File: src/rtl/cache_victim_sequencer_if.sv
// Interface between the cache FSM, the replacement unit, the bus beat interface and the
// victim sequencer. The sequencer connects through the slave modport. The environment
// (cache FSM, replacement unit and bus) connects through the master modport.
interface cache_victim_sequencer_if #(
    parameter int unsigned NUMWAYS      = 4,
    parameter int unsigned BEATSPERLINE = 4,
    parameter int unsigned BEATLEN      = $clog2(BEATSPERLINE)
);
    // Miss request from the cache FSM and the replacement unit
    logic               Miss;
    logic               FlushStage;
    logic [NUMWAYS-1:0] VictimWay;
    logic               VictimDirty;
    // Bus beat handshake
    logic               BusAck;
    logic               BusReq;
    logic               BusWrite;
    logic [BEATLEN-1:0] BeatCount;
    // Array and pipeline control
    logic [NUMWAYS-1:0] SelWay;
    logic               ClearValid;
    logic               SetValid;
    logic               LRUWriteEn;
    logic               Stall;
    logic               Done;

    modport master (
        output Miss, FlushStage, VictimWay, VictimDirty, BusAck,
        input  BusReq, BusWrite, BeatCount, SelWay, ClearValid, SetValid, LRUWriteEn,
               Stall, Done
    );

    modport slave (
        input  Miss, FlushStage, VictimWay, VictimDirty, BusAck,
        output BusReq, BusWrite, BeatCount, SelWay, ClearValid, SetValid, LRUWriteEn,
               Stall, Done
    );
endinterface

File: src/rtl/cache_victim_sequencer.sv
// Victim eviction sequencer: on an accepted miss it latches the victim way, writes back a
// dirty victim over the bus, fetches the new line, then pulses the valid/LRU commit.
// Optional feature macro CACHE_SEQ_PERFCNT_EN adds writeback and fetch event counters.
module cache_victim_sequencer #(
    parameter int unsigned NUMWAYS      = 4,
    parameter int unsigned BEATSPERLINE = 4,
    parameter int unsigned BEATLEN      = $clog2(BEATSPERLINE)
) (
    input  logic                         clk,
    input  logic                         reset,
    cache_victim_sequencer_if.slave      bus
`ifdef CACHE_SEQ_PERFCNT_EN
    ,
    output logic [31:0]                  WritebackCnt,
    output logic [31:0]                  FetchCnt
`endif
);

    typedef enum logic [1:0] {StIdle, StEvict, StFetch, StCommit} state_e;

    state_e             state_q;
    logic [BEATLEN-1:0] beat_q;
    logic [NUMWAYS-1:0] selway_q;
    logic               busreq_q;
    logic               buswrite_q;
    logic               commit_q;

    logic               accept;
    logic               last_beat;

    // Acceptance and last-beat decode
    always_comb begin
        accept    = (state_q == StIdle) & bus.Miss & ~bus.FlushStage;
        last_beat = bus.BusAck & (beat_q == BEATLEN'(BEATSPERLINE - 1));
    end

    // Sequencer FSM; bus and commit outputs are registered alongside the state
    always_ff @(posedge clk) begin
        if (reset) begin
            state_q    <= StIdle;
            beat_q     <= '0;
            selway_q   <= '0;
            busreq_q   <= 1'b0;
            buswrite_q <= 1'b0;
            commit_q   <= 1'b0;
        end else begin
            unique case (state_q)
                StIdle: begin
                    if (accept) begin
                        selway_q <= bus.VictimWay;
                        beat_q   <= '0;
                        busreq_q <= 1'b1;
                        if (bus.VictimDirty) begin
                            state_q    <= StEvict;
                            buswrite_q <= 1'b1;
                        end else begin
                            state_q    <= StFetch;
                            buswrite_q <= 1'b0;
                        end
                    end
                end
                StEvict: begin
                    if (bus.BusAck) begin
                        if (last_beat) begin
                            beat_q     <= '0;
                            state_q    <= StFetch;
                            buswrite_q <= 1'b0;
                        end else begin
                            beat_q <= beat_q + BEATLEN'(1);
                        end
                    end
                end
                StFetch: begin
                    if (bus.BusAck) begin
                        if (last_beat) begin
                            beat_q   <= '0;
                            state_q  <= StCommit;
                            busreq_q <= 1'b0;
                            commit_q <= 1'b1;
                        end else begin
                            beat_q <= beat_q + BEATLEN'(1);
                        end
                    end
                end
                StCommit: begin
                    state_q  <= StIdle;
                    commit_q <= 1'b0;
                end
                default: begin
                    state_q    <= StIdle;
                    busreq_q   <= 1'b0;
                    buswrite_q <= 1'b0;
                    commit_q   <= 1'b0;
                end
            endcase
        end
    end

    // Output drive; ClearValid and the accept part of Stall must act in the accept cycle
    assign bus.BusReq     = busreq_q;
    assign bus.BusWrite   = buswrite_q;
    assign bus.BeatCount  = beat_q;
    assign bus.SelWay     = selway_q;
    assign bus.ClearValid = accept;
    assign bus.SetValid   = commit_q;
    assign bus.LRUWriteEn = commit_q;
    assign bus.Done       = commit_q;
    assign bus.Stall      = (state_q != StIdle) | accept;

`ifdef CACHE_SEQ_PERFCNT_EN
    logic [31:0] wbcnt_q;
    logic [31:0] fetchcnt_q;

    // Event counters: completed writebacks and completed fetches
    always_ff @(posedge clk) begin
        if (reset) begin
            wbcnt_q    <= '0;
            fetchcnt_q <= '0;
        end else begin
            if ((state_q == StEvict) && last_beat) begin
                wbcnt_q <= wbcnt_q + 32'd1;
            end
            if ((state_q == StFetch) && last_beat) begin
                fetchcnt_q <= fetchcnt_q + 32'd1;
            end
        end
    end

    assign WritebackCnt = wbcnt_q;
    assign FetchCnt     = fetchcnt_q;
`endif

`ifndef SYNTHESIS
    // The producer must hand over a one-hot victim; a bad value is passed through untouched
    victim_onehot_a : assert property (@(posedge clk) disable iff (reset)
        accept |-> $onehot(bus.VictimWay))
        else $error("victim way not one-hot: %b", bus.VictimWay);
`endif

endmodule

File: src/flat_wrapper.sv
// flat-port wrapper written by rule: the top's interface ports become plain ports
module cache_victim_sequencer_flat 
#(
    parameter int unsigned NUMWAYS      = 4,
    parameter int unsigned BEATSPERLINE = 4,
    parameter int unsigned BEATLEN      = $clog2(BEATSPERLINE)
)
  (clk, reset, bus_Miss, bus_FlushStage, bus_VictimWay, bus_VictimDirty, bus_BusAck, bus_BusReq, bus_BusWrite, bus_BeatCount, bus_SelWay, bus_ClearValid, bus_SetValid, bus_LRUWriteEn, bus_Stall, bus_Done);
  cache_victim_sequencer_if #(.NUMWAYS(NUMWAYS), .BEATSPERLINE(BEATSPERLINE), .BEATLEN(BEATLEN)) bus_i ();
  input  logic clk;
  input  logic reset;
  input wire logic [$bits(bus_i.Miss)-1:0] bus_Miss;
  input wire logic [$bits(bus_i.FlushStage)-1:0] bus_FlushStage;
  input wire logic [$bits(bus_i.VictimWay)-1:0] bus_VictimWay;
  input wire logic [$bits(bus_i.VictimDirty)-1:0] bus_VictimDirty;
  input wire logic [$bits(bus_i.BusAck)-1:0] bus_BusAck;
  output wire logic [$bits(bus_i.BusReq)-1:0] bus_BusReq;
  output wire logic [$bits(bus_i.BusWrite)-1:0] bus_BusWrite;
  output wire logic [$bits(bus_i.BeatCount)-1:0] bus_BeatCount;
  output wire logic [$bits(bus_i.SelWay)-1:0] bus_SelWay;
  output wire logic [$bits(bus_i.ClearValid)-1:0] bus_ClearValid;
  output wire logic [$bits(bus_i.SetValid)-1:0] bus_SetValid;
  output wire logic [$bits(bus_i.LRUWriteEn)-1:0] bus_LRUWriteEn;
  output wire logic [$bits(bus_i.Stall)-1:0] bus_Stall;
  output wire logic [$bits(bus_i.Done)-1:0] bus_Done;
  assign bus_i.Miss = bus_Miss;
  assign bus_i.FlushStage = bus_FlushStage;
  assign bus_i.VictimWay = bus_VictimWay;
  assign bus_i.VictimDirty = bus_VictimDirty;
  assign bus_i.BusAck = bus_BusAck;
  assign bus_BusReq = bus_i.BusReq;
  assign bus_BusWrite = bus_i.BusWrite;
  assign bus_BeatCount = bus_i.BeatCount;
  assign bus_SelWay = bus_i.SelWay;
  assign bus_ClearValid = bus_i.ClearValid;
  assign bus_SetValid = bus_i.SetValid;
  assign bus_LRUWriteEn = bus_i.LRUWriteEn;
  assign bus_Stall = bus_i.Stall;
  assign bus_Done = bus_i.Done;
  cache_victim_sequencer #(.NUMWAYS(NUMWAYS), .BEATSPERLINE(BEATSPERLINE), .BEATLEN(BEATLEN)) u_core (.clk(clk), .reset(reset), .bus(bus_i));
endmodule
File: config.mk
export PLATFORM = sky130hd
export DESIGN_NAME = cache_victim_sequencer_flat
export DESIGN_NICKNAME = d
export VERILOG_FILES = /design/src/rtl/cache_victim_sequencer_if.sv /design/src/rtl/cache_victim_sequencer.sv /design/src/flat_wrapper.sv
export SDC_FILE = /design/constraint.sdc
export NUM_CORES = 1
export LEC_CHECK = 0
export ABC_AREA = 1
export BUFFER_PORTS_ARGS = -buffer_cell sky130_fd_sc_hd__buf_2
export CELL_PAD_IN_SITES_DETAIL_PLACEMENT = 1
export CELL_PAD_IN_SITES_GLOBAL_PLACEMENT = 1
export CORE_MARGIN = 3
export CORE_UTILIZATION = 28
export DETAILED_ROUTE_END_ITERATION = 6
export GPL_TIMING_DRIVEN = 0
export PLACE_DENSITY = 0.76
export RECOVER_POWER = 50
export SLEW_MARGIN = 20
export SYNTH_ARGS = -nofsm -noshare
export SYNTH_HDL_FRONTEND = slang
export SYNTH_SLANG_ARGS = --single-unit
export TNS_END_PERCENT = 1
File: constraint.sdc
create_clock -name clk -period 1.3 [get_ports clk]
set_input_delay 0.26 -clock clk [delete_from_list [all_inputs] [get_ports clk]]
set_output_delay 0.26 -clock clk [all_outputs]
set_load 0.01 [all_outputs]
==> results of run 1 <==
cells by family (layout without fill, tap and decap cells):
group	count (synthesis)	in the layout	synth area share
compound gates	14	14	0.141
buf+inv	11	43	0.0809
fa+ha+maj	6	6	0.124
simple gates	41	41	0.288
flops	11	11	0.365
how the worst min path moves through the flow:
| stage | from | end | slack (ns) | depth (start not counted) |
|---|---|---|---|---|
| after floorplan | reset | u_core.bus.BusWrite$_SDFFE_PP0P_ | 0.33 | 1 |
| after global placement | reset | u_core.bus.BusWrite$_SDFFE_PP0P_ | 0.43 | 2 |
| after detailed placement | reset | u_core.bus.BusWrite$_SDFFE_PP0P_ | 0.44 | 2 |
| after CTS | reset | u_core.bus.BusWrite$_SDFFE_PP0P_ | 0.16 | 2 |
| after global routing | reset | u_core.bus.BusWrite$_SDFFE_PP0P_ | 0.16 | 2 |
| final | reset | u_core.bus.BusWrite$_SDFFE_PP0P_ | 0.16 | 2 |
layer usage:
metal | global-route usage | wire length, um | up-vias
li1 | - | - | 327
met1 | 0.153 | 685 | 304
met2 | 0.244 | 867 | 15
met3 | 0.0171 | 71 | 4
met4 | 0.0511 | 27 | 0
met5 | 0 | 0 | -
layout make-up:
cell class                      instances  share of cell area
Multi-Input combinational cell         61               0.433
Sequential cell                        11               0.257
Timing Repair Buffer                   28               0.182
Inverter                                9              0.0418
Tap cell                               27              0.0390
Clock buffer                            4              0.0303
Buffer                                  2              0.0173
cell usage in the layout, fill, tap and decap left out, types with 3 or more instances in the layout:
cell	instances
buf_2	12
inv_1	6
clkbuf_1	9
buf_4	8
clkbuf_4	3
a21oi_1	4
nor2_1	17
ha_1	3
nand2_2	3
nand2_1	14
dfxtp_1	9
o21ai_0	6
worst reg2reg max path: stages, from the launching register on:
cell and delay, ns:
dfxtp_2 0.35, inv_2 0.05, buf_4 0.14, ha_2 0.20
inv_1 0.09, nor2_1 0.05, o21ai_0 0.16, a21oi_1 0.06
registers in the layout, indices dropped and copies added (netlist names):
signal                count
u_core.bus.BusWrite       1
u_core.bus.SelWay         4
u_core.bus.Done           1
u_core.bus.BusReq         1
u_core.bus.BeatCount      2
u_core.state_q            2
through the flow:
| stage | util | power, W | setup TNS, ns |
|---|---|---|---|
| 2_1_floorplan | - | 0.00113 | 0 |
| 3_5_place_dp | 0.373 | 0.00139 | -1.09 |
| 3_3_place_gp | 0.373 | 0.00134 | -0.732 |
| 5_1_grt | 0.433 | 0.00209 | -0.212 |
| 6_report | 0.433 | 0.00190 | -0.0592 |
| 4_1_cts | 0.428 | 0.00185 | -0.0940 |
where the power goes:
part           switching, W  internal (W)  leakage [nW]
logic              0.000660      0.000526         0.313
registers         0.0000545      0.000427        0.0909
clock network      0.000116      0.000119        0.0150
total              0.000830       0.00107         0.419
repair_timing:
action / CTS / global route
setup buffers: 6 / 0
pin swaps: 2 / 1
gates cloned: 0 / 0
endpoints found under the hold margin: 0 / 0
endpoints found under the setup margin: 11 / 6
gates resized for setup: 12 / 8
==> flow_summary.yaml, run 1 <==
hold_path:
  hold_path.class: "input pin to register"
floorplanning:
  io_pins: 23
  rows: 16
  die_x_um: 52.4
  die_area_mm2: 0.00275
  fp.dieH_um: 52.4
  coreArea_mm2: 0.00200
  initial_core_util: 0.301
global_routing:
  grt_use_total: 0.133
  antenna_found_initial: 0
  grt_max_degree: 11
  grt_pass1_wl_mm: 2.73
  grt.overflow.total: 0
  grt_pass1_vias: 634
finish:
  fillers: 266
  finalNonFillerCells: 142
  design_area_um2: 867
  drive_gt1_frac: 0.357
  n_antenna_cell: 0
  register_area_um2: 223
  syn_to_final_growth_pct: 43.8
  fin_nets: 132
  multi_input_area_um2: 375
job:
  maxCapViolCount: 0
yosys:
  synth_common_cells: "17 x nand2_1, 17 x nor2_1, 11 x dfxtp_1"
  synth-warning-count: 0
  netlist_area_um2: 603
  yosysTopAreaCellShare: 0.365
  synth_ff_type: "dfxtp_1"
  syn_avg_cell_area_um2: 7.27
  syn_nets: 99
  synth_seq_cells: 11
  synth.top_cells.by_area: "dfxtp_1 37%, ha_1 12%, nand2_1 11%"
  synth_cell_types: 14
  synth_seq_area_share: 0.365
  yosysTopAreaCell: "dfxtp_1"
  syn_inst: 83
  synth-edff-count: 0
  postSynth.asyncResetShare: 0
timing:
  setup_viol_count_final: 2
  fin_skew_ns: 0.00522
  rsz0062_at_grt: "true"
  holdWs_ns: 0.162
  fmaxAchievable_mhz: 736
  min_period_ns: 1.36
  relSlewSlack: 0.805
  slew_viol_final: 0
  fin_crit_sh: 1.05
  timing.final.hold_violations: 0
  tightestPinTransition_ns: 0.292
  fin_ws_ns: -0.0591
placed_design:
  place_inst: 132
  placed_cell_area_um2: 747
  gp_congestion: 0.775
  dp_hpwl_mm: 1.21
  port_buffers: 22
  pre_cts_ws_ns: -0.271
setup_path:
  endpoint: "bus_ClearValid"
  arrival_ns: 1.10
  r2r_cells: 7
  start_kind: "register"
  reg2reg_setup_slack_ns: 0.09
  reg2reg_from: "u_core.state_q[0]$_SDFFE_PP0P_"
  cp_slowest_cell: "dfxtp_2"
  path_cells: "inv_2 > ha_4 > nand3_4 > inv_4 > buf_6"
  critPathLaunch: "u_core.state_q[1]$_SDFFE_PP0P_"
  crit_required_ns: 1.04
  critical_path.endpoint_type: "output pin"
  path_depth: 5
  critPathTopFamily: "flip-flops"
  slowest_delay_ns: 0.33
  r2r-end: "u_core.bus.Done$_SDFFE_PP0P_"
  worstSetupPathType: "register to output pin"
  critPathBufInv: 3
  crit_fanout: 3
cts:
  cts_tree: "yes"
  clock_latency_ns: 0.26
  cts_num_sinks: 11
  cts_root_buffer: "clkbuf_4"
  cts_hold_buf: 0
  clk_pin_slew_ns: 0.08
  htree_num_levels: 1
  cts_buffers: 3
  clock_path_buffers: 2
drt:
  ant_nets: 0
  vias: 650
  drt_first_pass_iters: 4
  wire_per_inst_um: 11.6
  wirelength_mm: 1.65
  vias_per_cell: 4.58
  drc_errors: 0
  drt_iter0_drc: 5
pwr:
  powerDensity_mw_per_mm2: 2190
  vdd_drop_max_mv: 1.04
  cellLeakagePower_nw: 0.419
outcome:
  outcome: "finished with violations"
  violations: "setup timing"
(Power assumes the default switching activity.)
==> run 2: changes to the inputs <==
Settings changed: ABC_AREA 1 to not set, CORE_UTILIZATION 28 to 31, PLACE_DENSITY 0.76 to 0.77.
==> flow_summary.yaml, run 2 <==
global_routing:
  grt_max_degree: 11
  grt_pass1_wl_mm: 2.77
  grt.overflow.total: 0
  grt_use_total: 0.141
  antenna_found_initial: 0
  grt_pass1_vias: 662
drt:
  drt_first_pass_iters: 4
  drc_errors: 0
  vias: 634
  ant_nets: 0
  wire_per_inst_um: 14.4
  vias_per_cell: 4.88
  drt_iter0_drc: 14
  wirelength_mm: 1.88
yosys:
  synth-edff-count: 0
  yosysTopAreaCell: "dfxtp_1"
  synth-warning-count: 0
  synth_seq_cells: 11
  postSynth.asyncResetShare: 0
  syn_avg_cell_area_um2: 9.70
  syn_inst: 68
  synth_ff_type: "dfxtp_1"
  synth.top_cells.by_area: "dfxtp_1 33%, mux2i_1 12%, ha_1 11%"
  synth_seq_area_share: 0.334
  yosysTopAreaCellShare: 0.334
  synth_cell_types: 23
  netlist_area_um2: 659
  yosysMostFrequentCell: "dfxtp_1"
  syn_nets: 84
  synth_common_cells: "11 x dfxtp_1, 8 x mux2i_1, 7 x nand2b_1, 7 x nor2_1, 6 x ha_1"
timing:
  rsz0062_at_grt: "true"
  relSlewSlack: 0.773
  fin_ws_ns: -0.137
  fin_skew_ns: 0.00417
  setup_viol_count_final: 5
  min_period_ns: 1.44
  slew_viol_final: 0
  fin_crit_sh: 1.11
  timing.final.hold_violations: 0
  tightestPinTransition_ns: 0.341
  fmaxAchievable_mhz: 696
  holdWs_ns: 0.207
finish:
  fin_nets: 120
  final_cell_mix: "13 x buf_2, 13 x buf_4, 10 x clkbuf_1, 9 x dfxtp_1, 8 x mux2i_1"
  largest_reg_flops: 4
  drive_gt1_frac: 0.417
  design_area_um2: 952
  fillers: 246
  n_antenna_cell: 0
  syn_to_final_growth_pct: 44.4
setup_path:
  critPathLaunch: "u_core.state_q[1]$_SDFFE_PP0P_"
  r2r_cells: 5
  arrival_ns: 1.61
  start_kind: "register"
  crit_required_ns: 1.47
  worstSetupPathType: "register to register"
  critical_path.endpoint_type: "register"
  crit_fanout: 6
  reg2reg_from: "u_core.state_q[1]$_SDFFE_PP0P_"
pwr:
  cellLeakagePower_nw: 0.442
  powerDensity_mw_per_mm2: 2240
  vdd_drop_max_mv: 1.55
cts:
  cts_tree: "yes"
  cts_root_buffer: "clkbuf_4"
  htree_num_levels: 1
  clock_latency_ns: 0.28
  cts_hold_buf: 0
  clk_pin_slew_ns: 0.08
  cts_buffers: 3
  cts_num_sinks: 11
  clock_path_buffers: 2
floorplanning:
  fp.dieH_um: 52.1
  rows: 16
  io_pins: 23
  coreArea_mm2: 0.00198
  die_area_mm2: 0.00272
  initial_core_util: 0.333
  die_x_um: 52.1
placed_design:
  gp_congestion: 0.732
  port_buffers: 21
  placed_cell_area_um2: 801
  dp_hpwl_mm: 1.27
job:
  maxCapViolCount: 0
hold_path:
  hold-path-cell-count: 3
  hold_path.class: "input pin to register"
  worstHoldStart: "bus_VictimWay[3]"
outcome:
  violations: "setup timing"
  outcome: "finished with violations"
run 2: worst max-delay path, stage by stage, from the launching register on:
cell and delay (ns):
dfxtp_2 0.34, inv_4 0.08, ha_4 0.17, nand3b_4 0.11
or4b_1 0.51, o311ai_1 0.11
run 2: final timing paths:
check | end | slack (ns)
setup / recovery | u_core.bus.BusWrite$_SDFFE_PP0P_ | -0.14
hold / removal | u_core.bus.SelWay[3]$_SDFFE_PP0P_ | 0.21
setup reg to reg | u_core.bus.BusWrite$_SDFFE_PP0P_ | -0.14
hold reg to reg | u_core.bus.BusReq$_SDFFE_PP0P_ | 0.49
run 2: what timing repair did:
action	4_1_cts	5_1_grt
pin swaps	2	1
endpoints found under the setup margin	7	11
buffers inserted	9	2
resized for setup	9	5
hold endpoints to repair	0	0
gates cloned	0	0
run 2: cell type report:
cell class,count,area [um^2],area share
Tap cell,27,33.8,0.0355
Clock buffer,4,26.3,0.0276
Buffer,4,23.8,0.0250
Timing Repair Buffer,32,184,0.193
Multi-Input combinational cell,48,442,0.464
Sequential cell,11,223,0.234
Inverter,4,20.0,0.0210
run 2: where the power goes:
group | switching, W | leakage (nW) | internal (W) | total [W]
Combinational | 0.000639 | 0.336 | 0.000741 | 0.00138
Sequential | 0.0000640 | 0.0906 | 0.000428 | 0.000492
Clock | 0.000138 | 0.0150 | 0.000119 | 0.000257
run 2: cell families (layout without fill, tap and decap cells):
group / count (synthesis) / in the layout / synth area share
AND/OR/NAND/NOR: 22 / 22 / 0.214
adder cells (fa/ha/maj): 6 / 6 / 0.114
flip-flops: 11 / 11 / 0.334
AO/OA/AOI/OAI: 10 / 10 / 0.106
buffers and inverters: 9 / 44 / 0.0759
multiplexers: 10 / 10 / 0.156
run 2: per-stage QoR:
step	total power, W	TNS (ns)	setup slack [ns]	util	cells
6_report	0.00213	-0.485	-0.137	0.480	130
5_1_grt	0.00228	-0.845	-0.187	0.480	130
4_1_cts	0.00203	-0.684	-0.168	0.468	129
3_5_place_dp	0.00143	-1.08	-0.239	0.404	116
3_3_place_gp	0.00137	-0.747	-0.182	0.404	116
2_1_floorplan	0.00118	-0.263	-0.115	-	68
run 2: layer usage:
layer / up-vias / wire length, um / GRT usage
li1: 307 / - / -
met1: 313 / 730 / 0.151
met2: 10 / 1060 / 0.262
met3: 4 / 59 / 0.0258
met4: 0 / 22 / 0.0655
met5: - / 0 / 0
